$ cat config.mk
export PLATFORM = sky130hd
export DESIGN_NAME = act_w_loader_flat
export DESIGN_NICKNAME = d
export VERILOG_FILES = /design/src/rtl/act_w_loader_pkg.sv /design/src/rtl/act_w_loader_if.sv /design/src/rtl/act_w_loader_sram_wr_port.sv /design/src/rtl/act_w_loader.sv /design/src/flat_wrapper.sv
export SDC_FILE = /design/constraint.sdc
export NUM_CORES = 1
export LEC_CHECK = 0
export ABC_CLOCK_PERIOD_IN_PS = 4250
export CAP_MARGIN = 10
export CORE_MARGIN = 2
export CORE_UTILIZATION = 48
export DETAILED_ROUTE_END_ITERATION = 10
export GPL_TIMING_DRIVEN = 0
export PLACE_DENSITY = 0.84
export SYNTH_ARGS = -nofsm -noshare
export SYNTH_HDL_FRONTEND = slang
export SYNTH_SLANG_ARGS = --single-unit
$ cat constraint.sdc
create_clock -name clk -period 4.25 [get_ports clk]
set_input_delay 0.85 -clock clk [delete_from_list [all_inputs] [get_ports clk]]
set_output_delay 0.85 -clock clk [all_outputs]
set_load 0.03 [all_outputs]
$ cat src/rtl/act_w_loader_pkg.sv
`default_nettype none
// ============================================================================
//  Module   : act_w_loader_pkg
//  Purpose  : Shared types and default sizes for the ACT/W SRAM loader.
//  Revision : 1.0 - initial release
// ============================================================================
package act_w_loader_pkg;

  localparam int DEF_BW        = 32;
  localparam int DEF_ADDR_BW   = 7;
  localparam int DEF_ACT_WORDS = 36;
  localparam int DEF_W_WORDS   = 72;

  typedef enum logic [2:0] {
    IDLE      = 3'd0,
    LOAD_ACT  = 3'd1,
    LOAD_W    = 3'd2,
    FLUSH     = 3'd3,
    LAUNCH    = 3'd4,
    WAIT_DONE = 3'd5,
    DONE      = 3'd6
  } state_t;

endpackage
`default_nettype wire

$ cat src/rtl/act_w_loader_if.sv
`default_nettype none
// ============================================================================
//  Module   : act_w_loader_if
//  Purpose  : Host stream, ACT/W SRAM write ports and corelet handoff signals.
//  Revision : 1.0 - initial release
// ============================================================================
interface act_w_loader_if #(
  parameter int BW      = 32,
  parameter int ADDR_BW = 7
);
  logic [BW-1:0]      in_data;
  logic               in_valid;
  logic               in_ready;
  logic [BW-1:0]      act_d;
  logic [ADDR_BW-1:0] act_addr;
  logic               act_cen;
  logic               act_wen;
  logic [BW-1:0]      w_d;
  logic [ADDR_BW-1:0] w_addr;
  logic               w_cen;
  logic               w_wen;
  logic               cl_sel;
  logic               seq_begin;
  logic               seq_done;

  // Loader view
  modport master (
    input  in_data, in_valid, seq_done,
    output in_ready, act_d, act_addr, act_cen, act_wen,
           w_d, w_addr, w_cen, w_wen, cl_sel, seq_begin
  );

  // Host/core view
  modport slave (
    output in_data, in_valid, seq_done,
    input  in_ready, act_d, act_addr, act_cen, act_wen,
           w_d, w_addr, w_cen, w_wen, cl_sel, seq_begin
  );
endinterface
`default_nettype wire

$ cat src/rtl/act_w_loader_sram_wr_port.sv
`default_nettype none
// ============================================================================
//  Module   : sram_wr_port
//  Purpose  : Registered SRAM write stage. An enabled cycle produces exactly
//             one write-strobe cycle (cen/wen low) on the following cycle.
//  Revision : 1.0 - initial release
// ============================================================================
module sram_wr_port #(
  parameter int BW      = 32,
  parameter int ADDR_BW = 7
) (
  input  wire logic               clk,
  input  wire logic               reset,
  input  wire logic               en_i,
  input  wire logic [BW-1:0]      d_i,
  input  wire logic [ADDR_BW-1:0] addr_i,
  output      logic [BW-1:0]      d_o,
  output      logic [ADDR_BW-1:0] addr_o,
  output      logic               cen_o,
  output      logic               wen_o
);

  logic [BW-1:0]      d_q;
  logic [ADDR_BW-1:0] addr_q;
  logic               cen_q;
  logic               wen_q;

  // Capture a write when enabled; otherwise idle the strobes and hold d/addr
  always_ff @(posedge clk) begin
    if (reset) begin
      d_q    <= '0;
      addr_q <= '0;
      cen_q  <= 1'b1;
      wen_q  <= 1'b1;
    end else if (en_i) begin
      d_q    <= d_i;
      addr_q <= addr_i;
      cen_q  <= 1'b0;
      wen_q  <= 1'b0;
    end else begin
      cen_q  <= 1'b1;
      wen_q  <= 1'b1;
    end
  end

  assign d_o    = d_q;
  assign addr_o = addr_q;
  assign cen_o  = cen_q;
  assign wen_o  = wen_q;

endmodule
`default_nettype wire

$ cat src/rtl/act_w_loader.sv
`default_nettype none
// ============================================================================
//  Module   : act_w_loader
//  Purpose  : Streams ACT then W words into the core SRAMs, hands SRAM
//             ownership to the corelet, launches it and waits for completion.
//  Revision : 1.0 - initial release
// ============================================================================
module act_w_loader
  import act_w_loader_pkg::*;
#(
  parameter int BW        = DEF_BW,
  parameter int ADDR_BW   = DEF_ADDR_BW,
  parameter int ACT_WORDS = DEF_ACT_WORDS,
  parameter int W_WORDS   = DEF_W_WORDS
) (
  input  wire logic       clk,
  input  wire logic       reset,
  input  wire logic       start_i,
  output      logic       busy_o,
  output      logic       done_o,
  act_w_loader_if.master  bus
);

  // Terminal counts checked before increment, so the counter never wraps
  localparam logic [ADDR_BW-1:0] ACT_LAST = ADDR_BW'(ACT_WORDS - 1);
  localparam logic [ADDR_BW-1:0] W_LAST   = ADDR_BW'(W_WORDS - 1);

  state_t             state_q, state_d;
  logic [ADDR_BW-1:0] cnt_q, cnt_d;
  logic               in_ready_q, in_ready_d;
  logic               cl_sel_q, cl_sel_d;
  logic               seq_begin_q, seq_begin_d;
  logic               busy_q, busy_d;
  logic               done_q, done_d;
  logic               beat;
  logic               act_en;
  logic               w_en;

  assign beat   = bus.in_valid & in_ready_q;
  assign act_en = beat & (state_q == LOAD_ACT);
  assign w_en   = beat & (state_q == LOAD_W);

  // Next state, beat counter, and registered outputs decoded from the next state
  always_comb begin
    state_d = state_q;
    cnt_d   = cnt_q;
    case (state_q)
      IDLE: begin
        if (start_i) begin
          state_d = LOAD_ACT;
          cnt_d   = '0;
        end
      end
      LOAD_ACT: begin
        if (beat) begin
          if (cnt_q == ACT_LAST) begin
            state_d = LOAD_W;
            cnt_d   = '0;
          end else begin
            cnt_d = cnt_q + 1'b1;
          end
        end
      end
      LOAD_W: begin
        if (beat) begin
          if (cnt_q == W_LAST) begin
            state_d = FLUSH;
            cnt_d   = '0;
          end else begin
            cnt_d = cnt_q + 1'b1;
          end
        end
      end
      FLUSH:     state_d = LAUNCH;
      LAUNCH:    state_d = WAIT_DONE;
      WAIT_DONE: if (bus.seq_done) state_d = DONE;
      DONE:      state_d = IDLE;
      default:   state_d = IDLE;
    endcase

    in_ready_d  = (state_d == LOAD_ACT) || (state_d == LOAD_W);
    cl_sel_d    = !((state_d == LAUNCH) || (state_d == WAIT_DONE));
    seq_begin_d = (state_d == LAUNCH);
    busy_d      = (state_d != IDLE);
    done_d      = (state_d == DONE);
  end

  // State, counter and control-output registers
  always_ff @(posedge clk) begin
    if (reset) begin
      state_q     <= IDLE;
      cnt_q       <= '0;
      in_ready_q  <= 1'b0;
      cl_sel_q    <= 1'b1;
      seq_begin_q <= 1'b0;
      busy_q      <= 1'b0;
      done_q      <= 1'b0;
    end else begin
      state_q     <= state_d;
      cnt_q       <= cnt_d;
      in_ready_q  <= in_ready_d;
      cl_sel_q    <= cl_sel_d;
      seq_begin_q <= seq_begin_d;
      busy_q      <= busy_d;
      done_q      <= done_d;
    end
  end

  sram_wr_port #(.BW(BW), .ADDR_BW(ADDR_BW)) u_act_port (
    .clk    (clk),
    .reset  (reset),
    .en_i   (act_en),
    .d_i    (bus.in_data),
    .addr_i (cnt_q),
    .d_o    (bus.act_d),
    .addr_o (bus.act_addr),
    .cen_o  (bus.act_cen),
    .wen_o  (bus.act_wen)
  );

  sram_wr_port #(.BW(BW), .ADDR_BW(ADDR_BW)) u_w_port (
    .clk    (clk),
    .reset  (reset),
    .en_i   (w_en),
    .d_i    (bus.in_data),
    .addr_i (cnt_q),
    .d_o    (bus.w_d),
    .addr_o (bus.w_addr),
    .cen_o  (bus.w_cen),
    .wen_o  (bus.w_wen)
  );

  assign bus.in_ready  = in_ready_q;
  assign bus.cl_sel    = cl_sel_q;
  assign bus.seq_begin = seq_begin_q;
  assign busy_o        = busy_q;
  assign done_o        = done_q;

endmodule
`default_nettype wire

$ cat src/flat_wrapper.sv
// flat-port wrapper written by rule: the top's interface ports become plain ports
module act_w_loader_flat import act_w_loader_pkg::*;
#(
  parameter int BW        = DEF_BW,
  parameter int ADDR_BW   = DEF_ADDR_BW,
  parameter int ACT_WORDS = DEF_ACT_WORDS,
  parameter int W_WORDS   = DEF_W_WORDS
)
  (clk, reset, start_i, busy_o, done_o, bus_in_data, bus_in_valid, bus_seq_done, bus_in_ready, bus_act_d, bus_act_addr, bus_act_cen, bus_act_wen, bus_w_d, bus_w_addr, bus_w_cen, bus_w_wen, bus_cl_sel, bus_seq_begin);
  act_w_loader_if #(.BW(BW), .ADDR_BW(ADDR_BW)) bus_i ();
  input  wire logic clk;
  input  wire logic reset;
  input  wire logic start_i;
  output      logic busy_o;
  output      logic done_o;
  input wire logic [$bits(bus_i.in_data)-1:0] bus_in_data;
  input wire logic [$bits(bus_i.in_valid)-1:0] bus_in_valid;
  input wire logic [$bits(bus_i.seq_done)-1:0] bus_seq_done;
  output wire logic [$bits(bus_i.in_ready)-1:0] bus_in_ready;
  output wire logic [$bits(bus_i.act_d)-1:0] bus_act_d;
  output wire logic [$bits(bus_i.act_addr)-1:0] bus_act_addr;
  output wire logic [$bits(bus_i.act_cen)-1:0] bus_act_cen;
  output wire logic [$bits(bus_i.act_wen)-1:0] bus_act_wen;
  output wire logic [$bits(bus_i.w_d)-1:0] bus_w_d;
  output wire logic [$bits(bus_i.w_addr)-1:0] bus_w_addr;
  output wire logic [$bits(bus_i.w_cen)-1:0] bus_w_cen;
  output wire logic [$bits(bus_i.w_wen)-1:0] bus_w_wen;
  output wire logic [$bits(bus_i.cl_sel)-1:0] bus_cl_sel;
  output wire logic [$bits(bus_i.seq_begin)-1:0] bus_seq_begin;
  assign bus_i.in_data = bus_in_data;
  assign bus_i.in_valid = bus_in_valid;
  assign bus_i.seq_done = bus_seq_done;
  assign bus_in_ready = bus_i.in_ready;
  assign bus_act_d = bus_i.act_d;
  assign bus_act_addr = bus_i.act_addr;
  assign bus_act_cen = bus_i.act_cen;
  assign bus_act_wen = bus_i.act_wen;
  assign bus_w_d = bus_i.w_d;
  assign bus_w_addr = bus_i.w_addr;
  assign bus_w_cen = bus_i.w_cen;
  assign bus_w_wen = bus_i.w_wen;
  assign bus_cl_sel = bus_i.cl_sel;
  assign bus_seq_begin = bus_i.seq_begin;
  act_w_loader #(.BW(BW), .ADDR_BW(ADDR_BW), .ACT_WORDS(ACT_WORDS), .W_WORDS(W_WORDS)) u_core (.clk(clk), .reset(reset), .start_i(start_i), .busy_o(busy_o), .done_o(done_o), .bus(bus_i));
endmodule
=== Word-level counts from Yosys, hierarchy flattened ===
Cells that the tools add are included.

* Logic and storage cells: 54
* Output and inout port bits: 87
* Flip-flop bits (word level): 95
* Input port bits: 37

* Add/sub/neg operators: 1
* Bitwise gates (word level): 3
* Muxes and demuxes: 15
* Equal/unequal tests: 15
* Reductions and logical operators: 7

{| class="wikitable"
|+ Operator list
! cell !! count
|-
| 2-to-1 mux 7 bit || 5
|-
| case mux 7 bit (3 select lines) || 1
|-
| 2-to-1 mux 3 bit || 6
|-
| case mux 3 bit (6 select lines) || 1
|-
| == test 3 bit, second input constant || 5
|-
| == test 3 x 2 -> 1 bit, second input constant || 3
|-
| adder 7 x 1 -> 7 bit, second input constant || 1
|-
| == test 7 x 6 -> 1 bit, second input constant || 1
|-
| == test 7 bit, second input constant || 1
|-
| == test 3 x 1 -> 1 bit, second input constant || 2
|-
| nonzero test 3 bit || 2
|-
| inequality test 2 x 1 -> 1 bit, second input constant || 2
|-
| AND reduction 4 bit || 1
|-
| bitwise AND 1 bit || 3
|-
| zero test 3 bit || 1
|-
| logical OR 1 bit || 2
|-
| 2-to-1 mux 1 bit || 2
|-
| inequality test 2 bit, second input constant || 1
|-
| zero test 1 bit || 1
|}

=== Longest topological paths before layout ===
* Depth after elaboration: 7
* Gate-level depth with buffers: 7

=== Hierarchy ===
Synthesis repeated with hierarchy kept, for this count alone.

* Cell total of the unflattened synthesis: 343
* Area, all modules: 3677.3 µm²

{| class="wikitable"
|+ Modules (own cells, without submodules)
! module !! seq. area each (µm²) !! cells an instance !! times used !! area each (µm²)
|-
| sram_wr_port || 800.8 || 129 || 2 || 1458.9
|-
| act_w_loader || 300.3 || 85 || 1 || 759.5
|}

=== Worst setup path before layout ===
OpenSTA, ideal clock, no wires.

* Path type: input -> register
* Start: input start_i
* End: register u_core.cnt_q[5]
* Setup slack: 2.126 ns
* Cell stages on the path: 4
* Path buffers: 0
* Required time: 4.180 ns
* Arrival time: 2.054 ns
* Path through: or3b_1 > a31o_1 > or4_1 > a21oi_1

* Longest elaborated chain between the ends: 2

{| class="wikitable"
|+ RTL lines
! element !! line !! text
|-
| from (decl) || flat_wrapper.sv:13 || <nowiki>input wire logic start_i;</nowiki>
|-
| inequality test 2 bit (no line) || - ||
|-
| AND reduction 4 bit (no line) || - ||
|-
| to (signal assigned) || act_w_loader.sv:100 || <nowiki>cnt_q <= cnt_d;</nowiki>
|-
| to (decl) || act_w_loader.sv:29 || <nowiki>logic [ADDR_BW-1:0] cnt_q, cnt_d;</nowiki>
|}

No other way between the ends.
A chain may end at the register's enable or synchronous reset.

=== Worst setup path after layout ===
* Start: input bus_in_valid
* End: register u_core.u_w_port.d_q[31] (netlist: u_core.u_w_port.d_o[31])

* Longest elaborated chain between the ends: 2

{| class="wikitable"
|+ RTL lines
! element !! line !! text
|-
| from (decl) || flat_wrapper.sv:17 || <nowiki>input wire logic [$bits(bus_i.in_valid)-1:0] bus_in_valid;</nowiki>
|-
| bitwise AND 1 bit || act_w_loader.sv:39 || <nowiki>assign beat = bus.in_valid & in_ready_q;</nowiki>
|-
| bitwise AND 1 bit || act_w_loader.sv:41 || <nowiki>assign w_en = beat & (state_q == LOAD_W);</nowiki>
|-
| to (signal assigned) || act_w_loader_sram_wr_port.sv:36 || <nowiki>d_q <= d_i;</nowiki>
|-
| to (decl) || act_w_loader_sram_wr_port.sv:23 || <nowiki>logic [BW-1:0] d_q;</nowiki>
|}

No other way between the ends.

==> results.tsv <==
metric	value	unit
status	complete, no violations	
TNS Setup	0	ns
number of port buffers	122	
wire length of the first global-routing pass	15600	µm
via/cell ratio	5.15	
cts hold-fix bufs	0	
CTS root buf	clkbuf_8	
Final Skew	0.00651	ns
CTS Buffer Depth	2	
DRC viols	0	
clock latency on the worst-skew pair	0.36	ns
PD cells	350	mW/mm²
Antenna Nets Post-Route	0	
site row count	31	
DR pass1 iterations	5	
Compound-Gate Fraction of Synth Area	17.5	%
Inst Count DP	658	
Design Power	0.00181	W
initial antenna violation count	0	
RSZ-0062 raised after global routing	false	
warnings from Yosys	0	
I/O pins	124	
CP max FO	10	
Mapped Area	0.00357	mm²
post-CTS resize count	0	
CTS clk-pin slew, worst paths	0.09	ns
n_diodes	0	
syn nets	475	
syn_area_per_cell	8.18	µm²
GP Congestion	0.869	
leakage dissipation	1.73	nW
Final Util	71.7	%
ratio of cells with drive above 1 in the final layout	6.61	%
core area	0.00721	mm²
CTS Sinks	95	
Achievable Freq	418	MHz
Die Footprint	0.00815	mm²
htree depth	3	
Worst path top cell family by delay	buffers and inverters	
vias in the first global route	3249	
fraction of the mapped netlist area in adder cells	0.350	%
largest family of logic cells by synthesized area	simple AND/OR/NAND/NOR gates	
Critical Path RT	4.54	ns
Worst slew margin	59.0	%
crit-path most repeated cell	clkbuf_1	
area grow syn2layout	44.7	%
largest net degree at the start of global routing	17	
Buf/Inv on CP	3	
Mapped Cells	437	
starting DRC count in detailed routing	166	
Final Setup Violations	0	
CP max stage delay	0.49	ns
fin. max-slew vios	0	
placed inst area	0.00492	mm²
GRT Util Overall	23.4	%
post-CTS setup buffer count	0	
highest-count cells in the layout ignoring fill and taps	nand2_1 (160), clkdlybuf4s50_1 (122), dfxtp_1 (95)	
Worst-Margin Slew	0.600	ns
startpoint types	primary input	
non-filler instance count after layout	674	
Yosys cell types	40	
max cap viols	0	
WP data arrival	2.68	ns
Synth Area in Simple Gates	23.6	%
Worst setup EP type	register	
Die X	90.3	µm
Hold Crit Class	register to register	
gr ovfl total	0	
via count	3472	
final net count	608	
flop and latch count out of synthesis	95	
initial core utilization	49.5	%
commonest non-fill, non-tap cell in the layout	nand2_1	
WL final	9730	µm
hpwl dp	7210	µm
Finished Cell Area	0.00517	mm²
Worst VDD drop	184	µV
Worst Path Class, Setup	primary input to register	
mux cell area share after synthesis	0.315	%
final critical-path share of the clock period	56.3	%
clock buffer count from CTS	9	
post-synthesis sequential area ratio	53.2	%
CTS tree	done	
slowest cell on the critical path	clkdlybuf4s50_1	
minimum clock period	2.39	ns
Cell Chain, Critical Path	clkdlybuf4s50_1 -> nand3_1 -> clkbuf_1 -> clkbuf_1 -> nand2_1 -> a21oi_1	
xor/xnor share of the synthesized area	0	%
Die Y	90.3	µm
Hold Fails Final Rpt	0	
wire per inst	14.4	µm
[flip-flops by register name, summed over array words and instances, names as in the netlist]
signal and cells:
u_core.bus.cl_sel 1, u_core.bus.in_ready 1, u_core.bus.seq_begin 1, u_core.busy_o 1, u_core.cnt_q 7, u_core.done_o 1, u_core.state_q 3, u_core.u_act_port.addr_o 7
u_core.u_act_port.d_o 32, u_core.u_act_port.wen_o 1, u_core.u_w_port.addr_o 7, u_core.u_w_port.d_o 32, u_core.u_w_port.wen_o 1
[worst register-to-register path, stage by stage (launching register included)]
cell and delay, ns:
dfxtp_1 0.40, buf_6 0.15, nor3b_2 0.28, nor2b_1 0.38
clkbuf_1 0.41, nand2_1 0.13, a21oi_1 0.14
[Yosys cell counts, drive strengths merged]
library cell  instances  area (µm²)
dfxtp                95        1900
or3b                  1        8.76
o311ai                1        8.76
nand3                 3        15.0
buf                  13        92.6
o31a                  1        8.76
o21ai                 7        35.0
nor2                  6        22.5
nor3b                 3        32.5
nand3b                2        15.0
nand2b                4        25.0
or3                   1        7.51
mux2                  1        11.3
ha                    1        12.5
a21o                  2        15.0
nand2               160         601
nor3                  1        5.00
a22o                  1        8.76
or4b                  2        27.5
inv                   3        11.3
a2111oi               2        23.8
or4                   2        15.0
nand4                 2        12.5
nand4b                2        17.5
a21oi                82         410
a31o                  3        26.3
o21a                  2        15.0
and3                  2        12.5
a211o                 1        8.76
clkbuf               20        75.1
o31ai                 2        15.0
a221oi                1        26.3
a31oi                 4        25.0
nor2b                 4        25.0
[power by group]
group | switching (W) | internal (W) | total [W]
combinational | 0.0000889 | 0.0000730 | 0.000162
clock | 0.000323 | 0.000412 | 0.000735
sequential | 0.00000874 | 0.000903 | 0.000911
total | 0.000420 | 0.00139 | 0.00181
[layout make-up]
cell class / count / area, µm²
buffer: 33 / 168
clock buffer: 10 / 138
clock inverter: 6 / 115
fill: 580 / 2040
inverter: 3 / 11.3
multi-input combinational: 306 / 1490
sequential: 95 / 1900
tap: 99 / 124
timing repair buffer: 122 / 1220
[final timing paths]
path                                                                to                                   start  slack (ns)  cells after the start
worst max-delay path              u_core.u_w_port.d_o[31]$_SDFFE_PP0P_                            bus_in_valid        1.86                      6
worst min-delay path            u_core.u_act_port.d_o[17]$_SDFFE_PP0P_  u_core.u_act_port.d_o[17]$_SDFFE_PP0P_        0.46                      2
worst max register to register  u_core.u_act_port.d_o[20]$_SDFFE_PP0P_            u_core.state_q[0]$_SDFF_PP0_        2.27                      6
worst min register to register  u_core.u_act_port.d_o[17]$_SDFFE_PP0P_  u_core.u_act_port.d_o[17]$_SDFFE_PP0P_        0.46                      2
[metal layers]
layer	track usage, %	vias to the layer above	part of all wire (%)	wire, µm
met2	40.2	103	50	4860
met3	3.34	17	4.1	395
met4	8.21	0	2.1	202
li1	-	1716	-	-
met1	30.1	1636	44	4270
met5	0	-	0	0
[per-stage QoR]
stage,hold slack [ns],setup WS (ns)
2_1_floorplan,0.466,2.13
3_3_place_gp,0.442,1.54
3_5_place_dp,0.446,1.47
4_1_cts,0.459,1.84
5_1_grt,0.474,1.70
6_report,0.456,1.86
[cells by family after synthesis]
| logic type | after synthesis |
|---|---|
| multiplexers | 1 |
| buffers and inverters | 36 |
| AO/OA/AOI/OAI | 109 |
| flip-flops | 95 |
| AND/OR/NAND/NOR | 195 |
| adder cells (fa/ha/maj) | 1 |
No activity file was read; power rests on OpenSTA's default activity.
